--- config.mk ---
export PLATFORM = sky130hd
export DESIGN_NAME = abro_input_conditioner
export DESIGN_NICKNAME = d
export VERILOG_FILES = /design/src/rtl/abro_pkg.sv /design/src/rtl/abro_debounce_ch.sv /design/src/rtl/abro_input_conditioner.sv
export SDC_FILE = /design/constraint.sdc
export NUM_CORES = 1
export LEC_CHECK = 0
export ABC_AREA = 1
export ABC_CLOCK_PERIOD_IN_PS = 1000
export BUFFER_PORTS_ARGS = -buffer_cell sky130_fd_sc_hd__buf_2
export CORE_MARGIN = 2
export CORE_UTILIZATION = 23
export CTS_CLUSTER_DIAMETER = 30
export DETAILED_ROUTE_END_ITERATION = 12
export REMOVE_ABC_BUFFERS = 1
export SLEW_MARGIN = 40
export SYNTH_ARGS = -nofsm -noshare
export SYNTH_HDL_FRONTEND = slang
export SYNTH_SLANG_ARGS = --single-unit
--- constraint.sdc ---
create_clock -name clk -period 1 [get_ports clk]
set_input_delay 0.05 -clock clk [delete_from_list [all_inputs] [get_ports clk]]
set_output_delay 0.05 -clock clk [all_outputs]
set_load 0.005 [all_outputs]
--- src/rtl/abro_pkg.sv ---
// Shared constants and types for the ABRO front end and its state machine.
package abro_pkg;

   // Default number of consecutive synchronized cycles a new input value must hold.
   localparam int unsigned DEBOUNCE_CYCLES_DEFAULT = 4;

   // Number of conditioned input channels (A, B, R).
   localparam int unsigned NUM_CH = 3;

   // Channel index, also used as the bit position in per-channel vectors.
   typedef enum logic [1:0] {
      CH_A = 2'd0,
      CH_B = 2'd1,
      CH_R = 2'd2
   } abro_ch_e;

endpackage

--- src/rtl/abro_debounce_ch.sv ---
// One input channel: 2-FF synchronizer, N-cycle debouncer and rising-edge detector.
module abro_debounce_ch
   import abro_pkg::*;
#(
   parameter int unsigned DEBOUNCE_CYCLES = DEBOUNCE_CYCLES_DEFAULT
) (
   input  logic clk,
   input  logic reset,
   input  logic raw,
   output logic level,
   output logic pulse_raw
);

   localparam int unsigned CNT_W = $clog2(DEBOUNCE_CYCLES);
   localparam logic [CNT_W-1:0] CNT_MAX = CNT_W'(DEBOUNCE_CYCLES - 1);

   // A single-cycle debounce window would make the counter zero bits wide.
   generate
      if (DEBOUNCE_CYCLES < 2) begin : g_bad_param
         $error("abro_debounce_ch: DEBOUNCE_CYCLES must be 2 or more");
      end
   endgenerate

   logic             sync1_q;
   logic             sync2_q;
   logic [CNT_W-1:0] cnt_q;
   logic [CNT_W-1:0] cnt_d;
   logic             level_q;
   logic             level_d;
   logic             pulse_q;
   logic             pulse_d;

   // Two-stage synchronizer; only sync2_q is used downstream.
   always_ff @(posedge clk) begin
      if (reset) begin
         sync1_q <= 1'b0;
         sync2_q <= 1'b0;
      end else begin
         sync1_q <= raw;
         sync2_q <= sync1_q;
      end
   end

   // Count consecutive cycles of disagreement; accept the new value once the run is long enough.
   always_comb begin
      cnt_d   = '0;
      level_d = level_q;
      pulse_d = 1'b0;
      if (sync2_q != level_q) begin
         if (cnt_q == CNT_MAX) begin
            level_d = sync2_q;
            // Only an accepted 0->1 transition produces a pulse.
            pulse_d = sync2_q;
         end else begin
            cnt_d = cnt_q + 1'b1;
         end
      end
   end

   // Debounce counter, accepted level and edge pulse registers.
   always_ff @(posedge clk) begin
      if (reset) begin
         cnt_q   <= '0;
         level_q <= 1'b0;
         pulse_q <= 1'b0;
      end else begin
         cnt_q   <= cnt_d;
         level_q <= level_d;
         pulse_q <= pulse_d;
      end
   end

   assign level     = level_q;
   assign pulse_raw = pulse_q;

endmodule

--- src/rtl/abro_input_conditioner.sv ---
// Conditions raw A/B/R inputs into clean levels and single-cycle pulses; R wins coincident events.
module abro_input_conditioner
   import abro_pkg::*;
#(
   parameter int unsigned DEBOUNCE_CYCLES = DEBOUNCE_CYCLES_DEFAULT
) (
   input  logic clk,
   input  logic reset,
   input  logic a_raw,
   input  logic b_raw,
   input  logic r_raw,
   output logic a_pulse,
   output logic b_pulse,
   output logic r_pulse,
   output logic a_level,
   output logic b_level,
   output logic r_level
);

   logic [NUM_CH-1:0] raw_vec;
   logic [NUM_CH-1:0] level_vec;
   logic [NUM_CH-1:0] pulse_raw_vec;

   assign raw_vec[CH_A] = a_raw;
   assign raw_vec[CH_B] = b_raw;
   assign raw_vec[CH_R] = r_raw;

   for (genvar ch = 0; ch < NUM_CH; ch++) begin : g_ch
      abro_debounce_ch #(
         .DEBOUNCE_CYCLES (DEBOUNCE_CYCLES)
      ) u_ch (
         .clk       (clk),
         .reset     (reset),
         .raw       (raw_vec[ch]),
         .level     (level_vec[ch]),
         .pulse_raw (pulse_raw_vec[ch])
      );
   end

   // A/B events coincident with an R event are dropped, not deferred; levels pass unmasked.
   assign r_pulse = pulse_raw_vec[CH_R];
   assign a_pulse = pulse_raw_vec[CH_A] & ~pulse_raw_vec[CH_R];
   assign b_pulse = pulse_raw_vec[CH_B] & ~pulse_raw_vec[CH_R];

   assign a_level = level_vec[CH_A];
   assign b_level = level_vec[CH_B];
   assign r_level = level_vec[CH_R];

endmodule
==> impl_results.md <==
- Ant diodes: 0
- Crit-path cells: ha_1 > inv_1 > o21ai_1 > a21oi_1
- Place WS: 0.0776 ns
- Io pins: 11
- Routed wire per std cell: 7.87 um
- Starting Density: 0.239
- Met1 usage: 0.0857
- Hold slack: 0.0274 ns
- DRC violations left: 0
- Critical path's slowest cell: dfxtp_1
- Initial antenna violation count: 0
- Min-delay worst type: in2reg
- Crit-path max cell delay: 0.35 ns
- Dominant cell type by area after synthesis: dfxtp_1
- Async SR Flop Fraction: 0
- Yosys warning count: 0
- Drt pass-1 iters: 4
- Port bufs: 10
- Cell internal pwr: 0.979 mW
- Synth top area cells: dfxtp_1 55%, inv_1 11%, nor2_1 9.8%, ha_1 5.7%, nand4_2 5.7%
- Max VDD drop: 0.000612 V
- DR iter-0 viols: 11
- Slew margin rel.: 0.892
- Final setup fails: 0
- Worst-path clk slew: 0.10 ns
- Via count: 491
- Total GRT Usage: 0.0710
- Leakage: 0.375 nW
- R2r startpoint: g_ch[2].u_ch.cnt_q[0]$_SDFF_PP0_
- Area of the multi-input gates: 206 sq um
- EDFF count, synth: 0
- Sequential fraction of design power: 0.600
- NumNets Final: 104
- Status: finished clean
- Fin crit share: 0.907
- Die span in y: 57.3 um
- Total grt overflow: 0
- Yosys cell types: 11
- First-pass GRT wire length: 1.81 mm
- Final Cell Area: 808 sq um
- Die area: 3280 sq um
- Clk pwr share: 0.358
- Die width: 57.3 um
- Layout area overhead: 23.8%
- Synth cell count leaders: 20 x inv_1, 18 x dfxtp_1, 17 x nor2_1
- Post-CTS setup buffer count: 0
- Main flop type after synthesis: dfxtp_1
- Worst skew pair latency: 0.29 ns
- Synthesized cell area: 653 sq um
- Layout Skew: 0.00127 ns
- Met2 usage in global routing: 0.113
- Setup_tns: 0 ns
- Slew @ Worst Pin: 0.162 ns
- Post-Route WL: 992 um
- H-tree depth: 1
- Arrival @ worst endpoint: 1.09 ns
- Gpl congestion: 0.741
- Hold Violations, Final: 0
- CTS sink cnt: 18
- Crit end category: flop
- Sw Share: 0.206
- RSZ-0062 raised after global routing: no
- Final min period: 0.907 ns
- Routing usage on met3: 0.0136
- Share of layout cells above drive strength 1: 0.200
- Total power draw: 1.23 mW
- P per Cell Area: 1530 nW/um^2
- Vias per cell: 3.90
- CTS Root Cell: clkbuf_4
- Comb power frac: 0.042
- Count leader, synth: inv_1
- Hold_sp: reset
- Syn Inst Count: 78
- Sequential Area: 360 sq um
- Worst Setup Path Type: reg2reg
- Largest net degree at the start of global routing: 11
- Critical Path Source Type: flop
- Max cap viols: 0
- Syn avg cell area: 8.37 sq um
- Area after DPL: 742 sq um
- Worst setup margin: 0.0934 ns
- Sw Pwr: 0.254 mW
- Core box area: 2730 sq um
- Seq cells post-synth: 18
- Fmax: 1.10 GHz
- GR peak layer: met2
- Number of CTS-inserted buffers: 3
- Final HPWL DP: 778 um
- Rows: 19
- DRT antenna net count: 0
- CTS Buffer Depth: 2
- Max Slew Vio Count: 0
- CTS tree: done
- Fill count: 284
- Register area share after synthesis: 0.552
- Vias in the first global route: 454
- Req. time, crit path: 1.19 ns
- Post-synth top area share: 0.552
- CP Max Fanout: 2
- Crit path from: g_ch[2].u_ch.cnt_q[0]$_SDFF_PP0_
==> metal layers <==
metal	share of wire	vias to the layer above
met5	0	-
met4	0.0091	0
met3	0.029	2
met2	0.48	13
met1	0.48	209
li1	-	267
==> logic make-up after synthesis <==
group	share of synthesized area
flip-flops	0.552
AO/OA/AOI/OAI	0.0460
adder cells (fa/ha/maj)	0.0575
AND/OR/NAND/NOR	0.213
buffers and inverters	0.132
==> flip-flops by register name (all words and copies together) (netlist names) <==
register and cells:
g_ch.u_ch.cnt_q 6, g_ch.u_ch.level 3, g_ch.u_ch.pulse_raw 3, g_ch.u_ch.sync2_q 3, g_ch.u_ch.sync1_q 3
==> layout by cell type, fill, tap and decap left out <==
| cell type | count |
|---|---|
| dfxtp_1 | 18 |
| buf_2 | 10 |
| nor2_1 | 17 |
| ha_1 | 3 |
| o21ai_0 | 1 |
| inv_2 | 1 |
| inv_1 | 20 |
| dlygate4sd3_1 | 3 |
| a21oi_1 | 3 |
| nand3_1 | 3 |
| clkbuf_8 | 1 |
| nand2_1 | 6 |
| buf_4 | 1 |
| o21ai_1 | 2 |
| nand4_2 | 3 |
| clkbuf_4 | 3 |
==> power by group through the flow <==
stage,Clock (mW),Sequential (mW),Combinational (mW)
2_1_floorplan,0,0.754,0.0222
3_3_place_gp,0,0.755,0.0427
3_5_place_dp,0,0.756,0.0442
4_1_cts,0.455,0.739,0.0530
5_1_grt,0.480,0.742,0.0620
6_report,0.442,0.739,0.0518
==> final cells by class <==
type,instances,share of cell area
sequential,18,0.446
multi-input combinational,38,0.255
timing repair buffer,14,0.108
inverter,21,0.0975
tap,31,0.0480
clock buffer,4,0.0449
==> critical path: cells and delay by family, from the launching register on <==
kind            cells  cell delay [ns]
compound gates      2             0.22
fa+ha+maj           1             0.17
buf+inv             1             0.07
flops               1             0.35
==> path summary, 6_finish.rpt <==
| path | slack, ns | end | cells after the start |
|---|---|---|---|
| worst min register to register | 0.41 | g_ch[1].u_ch.sync2_q$_SDFF_PP0_ | 2 |
| worst max register to register | 0.09 | g_ch[2].u_ch.level$_SDFFE_PP0P_ | 4 |
| worst max-delay path | 0.09 | g_ch[2].u_ch.level$_SDFFE_PP0P_ | 4 |
| worst min-delay path | 0.03 | g_ch[0].u_ch.level$_SDFFE_PP0P_ | 2 |
==> metrics by stage <==
step	util	instances
5_1_grt	0.296	126
3_5_place_dp	0.271	119
6_report	0.296	126
3_3_place_gp	0.271	119
4_1_cts	0.296	126
2_1_floorplan	-	77
==> what timing repair did <==
item / in CTS / in global routing
endpoints found under the hold margin: 3 / 0
endpoints found under the setup margin: 0 / 2
resized for setup: 0 / 2
hold buffers: 3 / 0
Note: power is estimated with default switching activity, not from simulation.
